==> src/rtl/brainfuck_constants.sv <==
// Shared Brainfuck definitions: opcode encoding, ASCII command decode and
// the program-loader state codes.
package brainfuck_constants;

  typedef enum logic [2:0] {
    OP_INC_PTR = 3'd0,
    OP_DEC_PTR = 3'd1,
    OP_INC     = 3'd2,
    OP_DEC     = 3'd3,
    OP_OUT     = 3'd4,
    OP_IN      = 3'd5,
    OP_JZ      = 3'd6,
    OP_JNZ     = 3'd7
  } bf_opcode_e;

  typedef enum logic [2:0] {
    ST_IDLE  = 3'd0,
    ST_LOAD  = 3'd1,
    ST_ECHO  = 3'd2,
    ST_DONE  = 3'd3,
    ST_ERROR = 3'd4
  } loader_state_e;

  typedef struct packed {
    logic       valid;
    bf_opcode_e op;
  } bf_decode_t;

  localparam logic [7:0] CH_GT    = 8'h3E;
  localparam logic [7:0] CH_LT    = 8'h3C;
  localparam logic [7:0] CH_PLUS  = 8'h2B;
  localparam logic [7:0] CH_MINUS = 8'h2D;
  localparam logic [7:0] CH_DOT   = 8'h2E;
  localparam logic [7:0] CH_COMMA = 8'h2C;
  localparam logic [7:0] CH_LBRK  = 8'h5B;
  localparam logic [7:0] CH_RBRK  = 8'h5D;

  function automatic bf_decode_t bf_decode(input logic [7:0] ch);
    bf_decode_t r;
    r.valid = 1'b1;
    r.op    = OP_INC_PTR;
    case (ch)
      CH_GT:    r.op = OP_INC_PTR;
      CH_LT:    r.op = OP_DEC_PTR;
      CH_PLUS:  r.op = OP_INC;
      CH_MINUS: r.op = OP_DEC;
      CH_DOT:   r.op = OP_OUT;
      CH_COMMA: r.op = OP_IN;
      CH_LBRK:  r.op = OP_JZ;
      CH_RBRK:  r.op = OP_JNZ;
      default:  r.valid = 1'b0;
    endcase
    return r;
  endfunction

endpackage

==> src/rtl/bf_char_decoder.sv <==
// Combinational byte classifier: command opcode, bracket flags and the
// load terminator. The terminator is never reported as a command.
module bf_char_decoder
  import brainfuck_constants::*;
#(
  parameter int         DATA_WIDTH = 8,
  parameter logic [7:0] TERMINATOR = 8'h21
) (
  input  logic [DATA_WIDTH-1:0] char_i,
  output logic                  valid_o,
  output bf_opcode_e            opcode_o,
  output logic                  is_open_o,
  output logic                  is_close_o,
  output logic                  is_term_o
);

  logic [7:0] ch;
  logic       in_range;
  bf_decode_t dec;

  // Bytes wider than ASCII only match when the upper bits are clear.
  assign ch       = 8'(char_i);
  assign in_range = (DATA_WIDTH'(ch) == char_i);
  assign dec      = bf_decode(ch);

  assign is_term_o  = in_range && (ch == TERMINATOR);
  assign valid_o    = in_range && dec.valid && !is_term_o;
  assign opcode_o   = dec.op;
  assign is_open_o  = valid_o && (dec.op == OP_JZ);
  assign is_close_o = valid_o && (dec.op == OP_JNZ);

endmodule

==> src/rtl/bf_prog_loader.sv <==
// Streams Brainfuck source from the UART receiver into program memory,
// holding the core in reset until a bracket-balanced program is loaded.
module bf_prog_loader
  import brainfuck_constants::*;
#(
  parameter int         PROG_ADDR_WIDTH = 8,
  parameter int         PROG_DATA_WIDTH = 3,
  parameter int         DATA_WIDTH      = 8,
  parameter bit         ECHO            = 1'b1,
  parameter logic [7:0] TERMINATOR      = 8'h21
) (
  input  logic                       clk,
  input  logic                       rst,
  input  logic                       start,
  input  logic [DATA_WIDTH-1:0]      rx_data,
  input  logic                       rx_ready,
  output logic                       rx_clear,
  output logic [DATA_WIDTH-1:0]      tx_data,
  output logic                       tx_wr,
  input  logic                       tx_busy,
  output logic [PROG_ADDR_WIDTH-1:0] prog_wr_addr,
  output logic [PROG_DATA_WIDTH-1:0] prog_wr_data,
  output logic                       prog_wr_en,
  output logic [PROG_ADDR_WIDTH:0]   prog_len,
  output logic                       load_done,
  output logic                       load_error,
  output logic                       core_hold,
  output logic [2:0]                 debug_state
);

  localparam int              CNT_W    = PROG_ADDR_WIDTH + 1;
  localparam logic [CNT_W-1:0] CAPACITY = {1'b1, {PROG_ADDR_WIDTH{1'b0}}};

  loader_state_e              state_q, state_d;
  logic [CNT_W-1:0]           count_q, count_d;
  logic [CNT_W-1:0]           depth_q, depth_d;
  logic                       rx_clear_q, rx_clear_d;
  logic                       tx_wr_q, tx_wr_d;
  logic                       wr_en_q, wr_en_d;
  logic [PROG_ADDR_WIDTH-1:0] wr_addr_q, wr_addr_d;
  logic                       done_q, done_d;
  logic                       error_q, error_d;
  logic                       hold_q, hold_d;
  logic [PROG_DATA_WIDTH-1:0] wr_data_q, wr_data_d;
  logic [DATA_WIDTH-1:0]      tx_data_q, tx_data_d;

  logic       cmd_valid;
  bf_opcode_e cmd_op;
  logic       cmd_open;
  logic       cmd_close;
  logic       cmd_term;
  logic       accept;

  bf_char_decoder #(
    .DATA_WIDTH (DATA_WIDTH),
    .TERMINATOR (TERMINATOR)
  ) u_decoder (
    .char_i     (rx_data),
    .valid_o    (cmd_valid),
    .opcode_o   (cmd_op),
    .is_open_o  (cmd_open),
    .is_close_o (cmd_close),
    .is_term_o  (cmd_term)
  );

  // rx_clear_q is only high in LOAD, so this is the sole consume point.
  assign accept = rx_ready && rx_clear_q;

  always_comb begin
    state_d   = state_q;
    count_d   = count_q;
    depth_d   = depth_q;
    wr_en_d   = 1'b0;
    wr_addr_d = wr_addr_q;
    wr_data_d = wr_data_q;
    tx_wr_d   = 1'b0;
    tx_data_d = tx_data_q;

    if (start) begin
      state_d = ST_LOAD;
      count_d = '0;
      depth_d = '0;
    end else begin
      case (state_q)
        ST_LOAD: begin
          if (accept) begin
            if (cmd_term) begin
              state_d = (depth_q == '0) ? ST_DONE : ST_ERROR;
            end else if (cmd_close && (depth_q == '0)) begin
              state_d = ST_ERROR;
            end else if (cmd_valid) begin
              wr_en_d   = 1'b1;
              wr_addr_d = count_q[PROG_ADDR_WIDTH-1:0];
              wr_data_d = PROG_DATA_WIDTH'(cmd_op);
              count_d   = count_q + 1'b1;
              if (cmd_open)
                depth_d = depth_q + 1'b1;
              else if (cmd_close)
                depth_d = depth_q - 1'b1;
              if (ECHO) begin
                tx_data_d = rx_data;
                state_d   = ST_ECHO;
              end else if (count_d == CAPACITY) begin
                state_d = (depth_d == '0) ? ST_DONE : ST_ERROR;
              end
            end
          end
        end
        ST_ECHO: begin
          // Memory-full resolution waits until the last character is echoed.
          if (!tx_busy) begin
            tx_wr_d = 1'b1;
            if (count_q == CAPACITY)
              state_d = (depth_q == '0) ? ST_DONE : ST_ERROR;
            else
              state_d = ST_LOAD;
          end
        end
        default: ;
      endcase
    end

    rx_clear_d = (state_d == ST_LOAD);
    done_d     = (state_d == ST_DONE);
    error_d    = (state_d == ST_ERROR);
    hold_d     = (state_d != ST_DONE);
  end

  always_ff @(posedge clk or negedge rst) begin
    if (!rst) begin
      state_q    <= ST_IDLE;
      count_q    <= '0;
      depth_q    <= '0;
      rx_clear_q <= 1'b0;
      tx_wr_q    <= 1'b0;
      wr_en_q    <= 1'b0;
      wr_addr_q  <= '0;
      done_q     <= 1'b0;
      error_q    <= 1'b0;
      hold_q     <= 1'b1;
    end else begin
      state_q    <= state_d;
      count_q    <= count_d;
      depth_q    <= depth_d;
      rx_clear_q <= rx_clear_d;
      tx_wr_q    <= tx_wr_d;
      wr_en_q    <= wr_en_d;
      wr_addr_q  <= wr_addr_d;
      done_q     <= done_d;
      error_q    <= error_d;
      hold_q     <= hold_d;
    end
  end

  // Payload registers are qualified by their strobes and need no reset.
  always_ff @(posedge clk) begin
    wr_data_q <= wr_data_d;
    tx_data_q <= tx_data_d;
  end

  assign rx_clear     = rx_clear_q;
  assign tx_data      = tx_data_q;
  assign tx_wr        = tx_wr_q;
  assign prog_wr_addr = wr_addr_q;
  assign prog_wr_data = wr_data_q;
  assign prog_wr_en   = wr_en_q;
  assign prog_len     = count_q;
  assign load_done    = done_q;
  assign load_error   = error_q;
  assign core_hold    = hold_q;
  assign debug_state  = state_q;

endmodule

==> config.mk <==
export PLATFORM = sky130hd
export DESIGN_NAME = bf_prog_loader
export DESIGN_NICKNAME = d
export VERILOG_FILES = /design/src/rtl/brainfuck_constants.sv /design/src/rtl/bf_char_decoder.sv /design/src/rtl/bf_prog_loader.sv
export SDC_FILE = /design/constraint.sdc
export NUM_CORES = 1
export LEC_CHECK = 0
export ABC_AREA = 1
export CAP_MARGIN = 10
export CORE_UTILIZATION = 57
export DETAILED_ROUTE_END_ITERATION = 10
export GPL_ROUTABILITY_DRIVEN = 0
export PLACE_DENSITY = 0.94
export SLEW_MARGIN = 5
export SYNTH_ARGS = -nofsm -noshare
export SYNTH_HDL_FRONTEND = slang
export SYNTH_SLANG_ARGS = --single-unit
==> constraint.sdc <==
create_clock -name clk -period 4.8 [get_ports clk]
set_clock_uncertainty 0.05 [all_clocks]
set_input_delay 0.48 -clock clk [delete_from_list [all_inputs] [get_ports clk]]
set_output_delay 0.48 -clock clk [all_outputs]
set_load 0.005 [all_outputs]
# --- Word level (Yosys, flattened, before mapping) ---
# Index checks and enable logic that the tools add are counted.
classes:
  n_bitwise: 3
  n_mux: 34
  eq_ne: 20
  n_reduce_logical: 15
  n_addsub: 3
op_table:
  columns: ["op", "n"]
  rows:
  - ["9-bit two-way mux", 14]
  - ["8-bit by 6-bit equality test with 1-bit output, second input constant", 7]
  - ["3-bit two-way mux", 8]
  - ["3-bit one-hot mux with 7 select lines", 1]
  - ["9-bit by 1-bit adder with 9-bit output, second input constant", 2]
  - ["8-bit by 7-bit equality test with 1-bit output, second input constant", 2]
  - ["6-bit AND reduction", 2]
  - ["1-bit two-way mux", 10]
  - ["3-bit equality test, second input constant", 3]
  - ["9-bit equality test, second input constant", 1]
  - ["9-bit logical NOT", 1]
  - ["9-bit by 1-bit subtractor with 9-bit output, second input constant", 1]
  - ["8-bit OR reduction", 1]
  - ["3-bit by 1-bit equality test with 1-bit output, second input constant", 2]
  - ["3-bit by 2-bit equality test with 1-bit output, second input constant", 2]
  - ["3-bit one-hot mux with 2 select lines", 1]
  - ["2-bit nonzero test", 3]
  - ["1-bit logical AND", 5]
  - ["5-bit AND reduction", 1]
  - ["2-bit != test, second input constant", 2]
  - ["3-bit by 2-bit != test with 1-bit output, second input constant", 1]
  - ["1-bit NOT", 3]
  - ["3-bit nonzero test", 1]
  - ["1-bit logical NOT", 1]
word_totals:
  regBits: 46
  output_inout_bits: 37
  elab_cells: 87

# --- Longest topological paths before layout ---
# Gate-level depths: netlist of run 1.
depth:
  depth_word: 13
  mapped_depth: 14

# --- Modules after synthesis ---
# A second synthesis of run 1 with hierarchy kept.
unflattened:
  cells_unflattened: 324
  hier_area_um2: 2660.1
modules_own_cells:
  columns: ["module", "area_per_inst_um2", "seq_area_each_um2", "cells_each", "instances"]
  rows:
  - ["bf_prog_loader", 2461.1, 1207.4, 282, 1]
  - ["bf_char_decoder", 198.9, 0.0, 42, 1]

# --- Worst setup path before layout of run 1 ---
# OpenSTA, ideal clock, no wires.
synth_path:
  path_type: "in2reg"
  startpoint: "in rx_data[7]"
  endpoint: "reg depth_q[5]"
  arrival_ns: 2.148
  slack_ns: 2.482
  setup_ns: 0.120
  cell_stages: 12
  path_cell_list: "inv_2 > nand2_1 > nor2_2 > nand3_2 > ha_1 > a21oi_1 > nor2_1 > nor2_1 > o21ai_0 > or2_2 > nand2_1 > a21oi_2"
synth_via:
  elab_chain_len: 12
  word_cells_on_any_way: 31
  cone_classes: "eq/ne: 13; mux: 9; reduce/logical: 9"
synth_lines:
  columns: ["item", "line_no", "source"]
  rows:
  - ["start: declaration", "bf_prog_loader.sv:15", "input logic [DATA_WIDTH-1:0] rx_data,"]
  - ["branches (longest 12 deep; another with 9-bit two-way mux)", null, null]
  - ["end signal: assignment", "bf_prog_loader.sv:144", "depth_q <= depth_d;"]
  - ["end: declaration", "bf_prog_loader.sv:36", "logic [CNT_W-1:0] depth_q, depth_d;"]
# Parallel ways; which one is timed is not known. The select of a mux whose other input is x is not followed.
# A chain may end at the register's enable or synchronous reset.

# --- Final worst setup path of run 1 ---
layout_path:
  startpoint: "in rx_data[5]"
  endpoint: "reg depth_q[5]"
# The elaborated chain is that of the path after synthesis.

==> impl_metrics.sql, run 1 <==
INSERT INTO impl_metrics (metric_group, metric, value, unit) VALUES
('run_status', 'outcome', 'finished, violations left', ''),
('run_status', 'failed_checks', 'design-rule violations', ''),
('floorplan', 'io_pins', '50', ''),
('clock_network', 'clockBufferDepth', '2', ''),
('final_layout', 'num-nets-final', '405', ''),
('power_and_ir_drop', 'power.static_leakage', '0.001508', 'uW'),
('drt', 'ant_nets', '0', ''),
('floorplan', 'fp.dieW', '71.18', 'um'),
('global_routing', 'number_of_global_route_vias_before_repair', '2312', ''),
('timing', 'maxSlewHeadroom', '0.4204', ''),
('timing', 'setup_repair_after_global_routing_missed_its_margin', 'no', ''),
('floorplan', 'core', '4474', 'um^2'),
('final_layout', 'postLayoutCellArea', '3328', 'um^2'),
('synthesis', 'synth_fp_nets', '354', ''),
('synthesis', 'synth_top_area_frac', '0.3119', ''),
('power_and_ir_drop', 'net-switching-power', '429.2', 'uW'),
('synthesis', 'synthDistinctLibCells', '37', ''),
('synthesis', 'seq_area_frac_synth', '0.4427', ''),
('clock_network', 'cts_sinks', '46', ''),
('worst_setup_path', 'terminus_of_the_critical_flop_to_flop_path', 'tx_data[6]', ''),
('clock_network', 'post_cts_resize_count', '0', ''),
('drt', 'drcViolationCount', '5', ''),
('synthesis', 'synth-seq-cells', '46', ''),
('hold_path', 'whs_path_depth', '2', ''),
('worst_setup_path', 'timing.reg2reg.setup_slack', '2.59', 'ns'),
('timing', 'timing.hold.ws', '0.4453', 'ns'),
('global_routing', 'antenna_found_initial', '0', ''),
('power_and_ir_drop', 'power.ir.vdd_worst', '177.2', 'uV'),
('global_routing', 'grt_max_degree', '36', ''),
('power_and_ir_drop', 'power.share.combinational', '0.384', ''),
('worst_setup_path', 'setup.worst_path.end_class', 'flop', ''),
('clock_network', 'cts-hold-fix-buffers', '0', ''),
('worst_setup_path', 'critical_path.reg2reg.startpoint', 'debug_state[2]', ''),
('synthesis', 'synth_async_sr_flop_share', '0.7609', ''),
('synthesis', 'synthCells', '331', ''),
('synthesis', 'synthMostInstantiatedCell', 'nand2_1', ''),
('hold_path', 'worst_hold_startpoint', 'prog_wr_addr[1]', ''),
('worst_setup_path', 'cp_data_required_time', '4.93', 'ns'),
('floorplan', 'num_rows', '24', ''),
('drt', 'drt_wl_total', '5886', 'um'),
('drt', 'avg_wl_per_cell', '13.53', 'um'),
('power_and_ir_drop', 'switching_share', '0.3692', ''),
('worst_setup_path', 'worst-path-max-fanout', '11', ''),
('synthesis', 'synth.yosys.warnings', '0', ''),
('timing', 'slew_violations', '0', ''),
('global_routing', 'grt_first_pass_wirelength', '9998', 'um'),
('place', 'numPortBuffers', '49', ''),
('synthesis', 'synth_flop_cell', 'dfrtp_1', ''),
('synthesis', 'synth_top_cells_by_area', 'dfrtp_1 31%, edfxtp_1 12%, nand2_1 11%', ''),
('place', 'dpl_cell_area', '3242', 'um^2'),
('place', 'place_inst', '427', ''),
('clock_network', 'worst_skew_pair.late_latency', '0.30', 'ns'),
('timing', 'final.period_utilization', '0.5850', ''),
('worst_setup_path', 'timing.critical_path.arrival', '2.94', 'ns'),
('synthesis', 'synth_enable_flop_cells', '11', ''),
('clock_network', 'clk_root_buffer_cell', 'clkbuf_8', ''),
('final_layout', 'flow.area_growth_from_synthesis', '22.02', '%'),
('clock_network', 'cts.clk_slew.worst_paths', '0.09', 'ns'),
('timing', 'worst_slew_pin_slew', '0.8662', 'ns'),
('final_layout', 'ratio_of_cells_with_drive_above_1_in_the_final_layout', '0.1305', ''),
('clock_network', 'tritoncts.num_buffers', '5', ''),
('power_and_ir_drop', 'power.internal', '733.1', 'uW'),
('power_and_ir_drop', 'power_frac_clock', '0.198', ''),
('hold_path', 'timing.hold.worst_endpoint', 'prog_wr_addr[1]', ''),
('power_and_ir_drop', 'p_per_area', '349.2', 'nW/um^2'),
('timing', 'layout_min_cycle_time', '2.808', 'ns'),
('floorplan', 'design.die.area', '5066', 'um^2'),
('run', 'maxCapViolations', '0', ''),
('timing', 'setup_viol', '0', ''),
('global_routing', 'track_usage', '0.2508', ''),
('timing', 'fin_setup_tns', '0', 'ns');
[power by group through the flow]
| stage | logic, uW | clock network (uW) | registers (uW) |
|---|---|---|---|
| CTS | 442 | 235 | 487 |
| floorplan | 322 | 0 | 486 |
| detailed placement | 438 | 0 | 494 |
| global route | 504 | 253 | 492 |
| global placement | 421 | 0 | 491 |
| finish | 446 | 230 | 486 |
[through the flow]
step	power, uW	utilization	worst slack (ns)
floorplan	807.2	-	2.482
global placement	912.0	0.7246	1.823
detailed placement	931.6	0.7246	1.686
CTS	1163	0.7438	2.001
global route	1248	0.7438	1.790
finish	1162	0.7438	1.992
[registers in the layout (all words and copies together) (netlist names)]
register	count
depth_q	9
prog_wr_en	1
load_done	1
core_hold	1
prog_len	9
tx_data	8
prog_wr_data	3
rx_clear	1
debug_state	3
prog_wr_addr	8
tx_wr	1
load_error	1
[logic make-up (layout without fill, tap and decap cells)]
logic type,Yosys count,in the layout,synth area share
buffers and inverters,49,101,0.07706
and+or+nand+nor,164,164,0.2775
AOI/OAI and AO/OA,58,58,0.1413
DFF,46,46,0.4427
adders and majority gates,10,10,0.04862
xor gates and xnor gates,4,4,0.01284
[how the worst max path moves through the flow]
stage,startpoint,end,slack [ns],depth (start not counted)
2_1_floorplan,rx_data[7],depth_q[5],2.48,12
3_3_place_gp,rx_data[6],depth_q[5],1.82,12
4_1_cts,rx_data[5],depth_q[5],2.00,13
3_5_place_dp,rx_data[5],depth_q[5],1.69,13
6_report,rx_data[5],depth_q[5],1.99,13
5_1_grt,rx_data[5],depth_q[5],1.79,13
[cell usage in the layout (no fill, tap or decap), types with 3 or more instances in the layout]
cell,n
o21ai_1,6
nor2_1,27
inv_1,39
nand2_2,6
nand3_1,26
nand4_1,5
o21ai_0,18
or2_2,3
o21ai_2,9
ha_1,9
clkbuf_8,5
nor3_1,4
a21oi_1,13
nor2_2,8
clkdlybuf4s50_1,49
xor2_1,4
a21oi_2,3
dfrtp_1,34
inv_2,3
nand2_1,77
edfxtp_1,11
[critical path: stages]
cell	delay, ns
clkdlybuf4s50_1	0.51
inv_1	0.10
nand2_1	0.07
nor2_2	0.19
nand3_2	0.29
ha_1	0.47
a21oi_1	0.20
nor2_1	0.05
nor2_1	0.07
o21ai_0	0.09
or2_2	0.28
nand2_1	0.08
a21oi_2	0.05
[final cells by class]
cell class                 instances  area (um^2)
sequential                        46         1207
clock buffer                       6        72.57
clock inverter                     2        13.76
multi-input combinational        236         1310
inverter                          43        161.4
timing repair buffer              50        498.0
tap                               52        65.06
fill                             316         1146
[layer usage]
layer  share of wire  GRT usage  wire length, um  vias up
met5               0          0                0        -
met4           0.016     0.1022               94        0
met3           0.043    0.04843              254       11
met2            0.52     0.4402             3063       82
met1            0.42     0.3022             2473     1143
li1                -          -                -     1183
Note: power is estimated with default switching activity, not from simulation.
==> run 2: changes to the inputs <==
Settings changed: CORE_UTILIZATION 57 to 53, PLACE_DENSITY 0.94 to 0.89.
Clock period 4.8 ns to 2.9 ns, I/O delays scaled along.
==> run 2 against run 1 <==
Critical endpoint is now depth_q[4]. Die area increased by 7.3%. The flow now finishes without violations. Sequential share of layout area fell by 0.75 points. Combinational power grew 67%. Non-clock buffer count increased by 4. Global-route usage shrank 0.60 points. Critical path type unchanged. Routed wire length is 0.58% higher. Via count fell by 1.0%. Critical path depth decreased by 3. First-iteration DRC count decreased by 25%. Worst setup slack worse by 1.6 ns. Cell count is 4.4% higher.
==> impl_metrics.sql, run 2 (synthesis results as in run 1) <==
INSERT INTO impl_metrics (metric_group, metric, value, unit) VALUES
('run_status', 'outcome', 'finished clean', ''),
('power_and_ir_drop', 'power.internal', '1275', 'uW'),
('clock_network', 'worst_skew_pair.late_latency', '0.32', 'ns'),
('worst_setup_path', 'cpLargestDelayFamily', 'simple AND/OR/NAND/NOR gates', ''),
('drt', 'drt_wl_total', '5920', 'um'),
('global_routing', 'track_usage', '0.2449', ''),
('worst_setup_path', 'timing.critical_path.buf_inv', '1', ''),
('place', 'post-dp-hpwl', '4385', 'um'),
('floorplan', 'core', '4848', 'um^2'),
('worst_setup_path', 'crit_path_top_delay_cell', 'clkdlybuf4s50_1', ''),
('global_routing', 'number_of_global_route_vias_before_repair', '2242', ''),
('floorplan', 'floorplan.die.height', '73.74', 'um'),
('drt', 'route.vias.total', '2394', ''),
('place', 'numPortBuffers', '49', ''),
('clock_network', 'tritoncts_clock_tree', 'yes', ''),
('worst_setup_path', 'timing.critical_path.arrival', '2.69', 'ns'),
('clock_network', 'cts-hold-fix-buffers', '0', ''),
('timing', 'finalHoldViolCount', '0', ''),
('power_and_ir_drop', 'net-switching-power', '736.8', 'uW'),
('floorplan', 'initial_utilization', '0.5626', ''),
('final_layout', 'flow.area_growth_from_synthesis', '24.59', '%'),
('floorplan', 'io_pins', '50', ''),
('timing', 'setup_repair_after_global_routing_missed_its_margin', 'no', ''),
('final_layout', 'ratio_of_cells_with_drive_above_1_in_the_final_layout', '0.1421', ''),
('drt', 'ant_nets', '0', ''),
('floorplan', 'num_rows', '25', ''),
('clock_network', 'clockBufferDepth', '2', ''),
('power_and_ir_drop', 'power.static_leakage', '0.001538', 'uW'),
('worst_setup_path', 'worst-path-max-fanout', '11', ''),
('clock_network', 'clk_root_buffer_cell', 'clkbuf_8', ''),
('worst_setup_path', 'cp_cell_sequence', 'clkdlybuf4s50_1, nand2_1, nor2_2, nand3_2, ha_1, a21oi_1, nand2_1, or2_2, nand3_1, a21oi_1', ''),
('drt', 'drcViolationCount', '0', ''),
('final_layout', 'antenna_cells', '0', ''),
('power_and_ir_drop', 'power.share.combinational', '0.370', ''),
('drt', 'met1Wirelength', '2553', 'um'),
('final_layout', 'final_common_cell', 'nand2_1', ''),
('clock_network', 'cts.clk_slew.worst_paths', '0.09', 'ns'),
('timing', 'maxSlewHeadroom', '0.4384', ''),
('clock_network', 'cts_sinks', '46', ''),
('final_layout', 'layout_common_cells', '77 x nand2_1, 49 x clkdlybuf4s50_1, 39 x inv_1', ''),
('power_and_ir_drop', 'p_per_area', '592.0', 'nW/um^2'),
('drt', 'route.top_layer_used', 'met4', ''),
('drt', 'met2RoutedLength', '2956', 'um'),
('drt', 'drt-initial-drc-count', '148', ''),
('global_routing', 'globalRoute.totalOverflow', '0', ''),
('worst_setup_path', 'setup.worst_path.start_class', 'input port', ''),
('drt', 'wl_met3', '319', 'um'),
('worst_setup_path', 'cp_data_required_time', '3.04', 'ns'),
('run', 'maxCapViolations', '0', ''),
('timing', 'setup_viol', '0', ''),
('global_routing', 'grt_max_degree', '36', ''),
('timing', 'worst_slew_pin_slew', '0.8392', 'ns'),
('floorplan', 'fp.dieW', '73.74', 'um'),
('drt', 'first_pass_iters', '5', ''),
('clock_network', 'tritoncts.num_buffers', '5', ''),
('drt', 'avgViaCountPerCell', '5.273', ''),
('power_and_ir_drop', 'power_frac_clock', '0.232', ''),
('worst_setup_path', 'timing.setup.critical_path_class', 'in2reg', ''),
('power_and_ir_drop', 'seqPwrFrac', '0.399', ''),
('drt', 'avg_wl_per_cell', '13.04', 'um'),
('global_routing', 'grt_first_pass_wirelength', '10050', 'um'),
('timing', 'slew_violations', '0', ''),
('timing', 'fmax', '0.3921', 'GHz'),
('power_and_ir_drop', 'power.ir.vdd_worst', '282.7', 'uV'),
('worst_setup_path', 'critical_path_s_largest_stage_delay', '0.53', 'ns'),
('timing', 'final.period_utilization', '0.8795', ''),
('clock_network', 'post_cts_resize_count', '0', ''),
('power_and_ir_drop', 'switching_share', '0.3662', ''),
('hold_path', 'worst_hold_path_type', 'in2async', ''),
('final_layout', 'num-nets-final', '409', ''),
('timing', 'fin_setup_tns', '0', 'ns'),
('timing', 'layout_min_cycle_time', '2.551', 'ns'),
('clock_network', 'cts_htree_levels', '2', ''),
('worst_setup_path', 'setup.worst_path.end_class', 'flop', ''),
('floorplan', 'design.die.area', '5438', 'um^2'),
('global_routing', 'antenna_found_initial', '0', ''),
('clock_network', 'post-cts-setup-buffers', '0', ''),
('timing', 'timing.hold.ws', '0.3369', 'ns');
-- run 2: per-stage QoR --
| step | total power, uW | utilization | worst slack (ns) | area (um^2) | std cells |
|---|---|---|---|---|---|
| 2_1_floorplan | 1336 | - | 0.7722 | 2728 | 331 |
| 3_3_place_gp | 1522 | 0.6787 | 0.1835 | 3291 | 446 |
| 3_5_place_dp | 1548 | 0.6787 | 0.06694 | 3291 | 446 |
| 4_1_cts | 2006 | 0.7009 | 0.3721 | 3398 | 454 |
| 5_1_grt | 2145 | 0.7009 | 0.1435 | 3398 | 454 |
| 6_report | 2012 | 0.7009 | 0.3495 | 3398 | 454 |
-- run 2: routing by layer --
layer	global-route usage	up-vias
met5	0	-
met2	0.4128	80
met3	0.05075	9
li1	-	1202
met1	0.3069	1103
met4	0.09615	0
-- run 2: worst reg2reg max path, cell delays in order (launching register included) --
cell and delay [ns]:
dfrtp_1 0.42, nor2_1 0.16, nand3_1 0.14, nor2_2 0.25
nand2_2 0.12, nand2_1 0.08, o21a_1 0.65, nand2_1 0.17
o21ai_2 0.10
-- run 2: final timing paths --
path	from	to	slack (ns)	depth (start not counted)
setup / recovery	rx_data[6]	depth_q[4]	0.35	10
min in group clk	prog_wr_addr[0]	prog_wr_addr[0]	0.44	2
hold reg to reg	prog_wr_addr[0]	prog_wr_addr[0]	0.44	2
hold / removal	rst	load_done	0.34	2
max in group asynchronous	rst	core_hold	2.13	2
setup reg to reg	depth_q[1]	prog_len[4]	0.69	8
-- run 2: cell type report --
cell class                      count  area, um^2
Clock buffer                        6       93.84
Clock inverter                      2       13.76
Fill cell                         387        1450
Inverter                           43       161.4
Multi-Input combinational cell    236        1310
Sequential cell                    46        1207
Tap cell                           67       83.83
Timing Repair Buffer               54       528.0
-- run 2: power by group through the flow --
stage	clock, uW	combinational [uW]	sequential, uW
2_1_floorplan	0	532	804
3_3_place_gp	0	708	814
3_5_place_dp	0	735	813
4_1_cts	467	739	800
5_1_grt	490	842	812
6_report	466	743	803
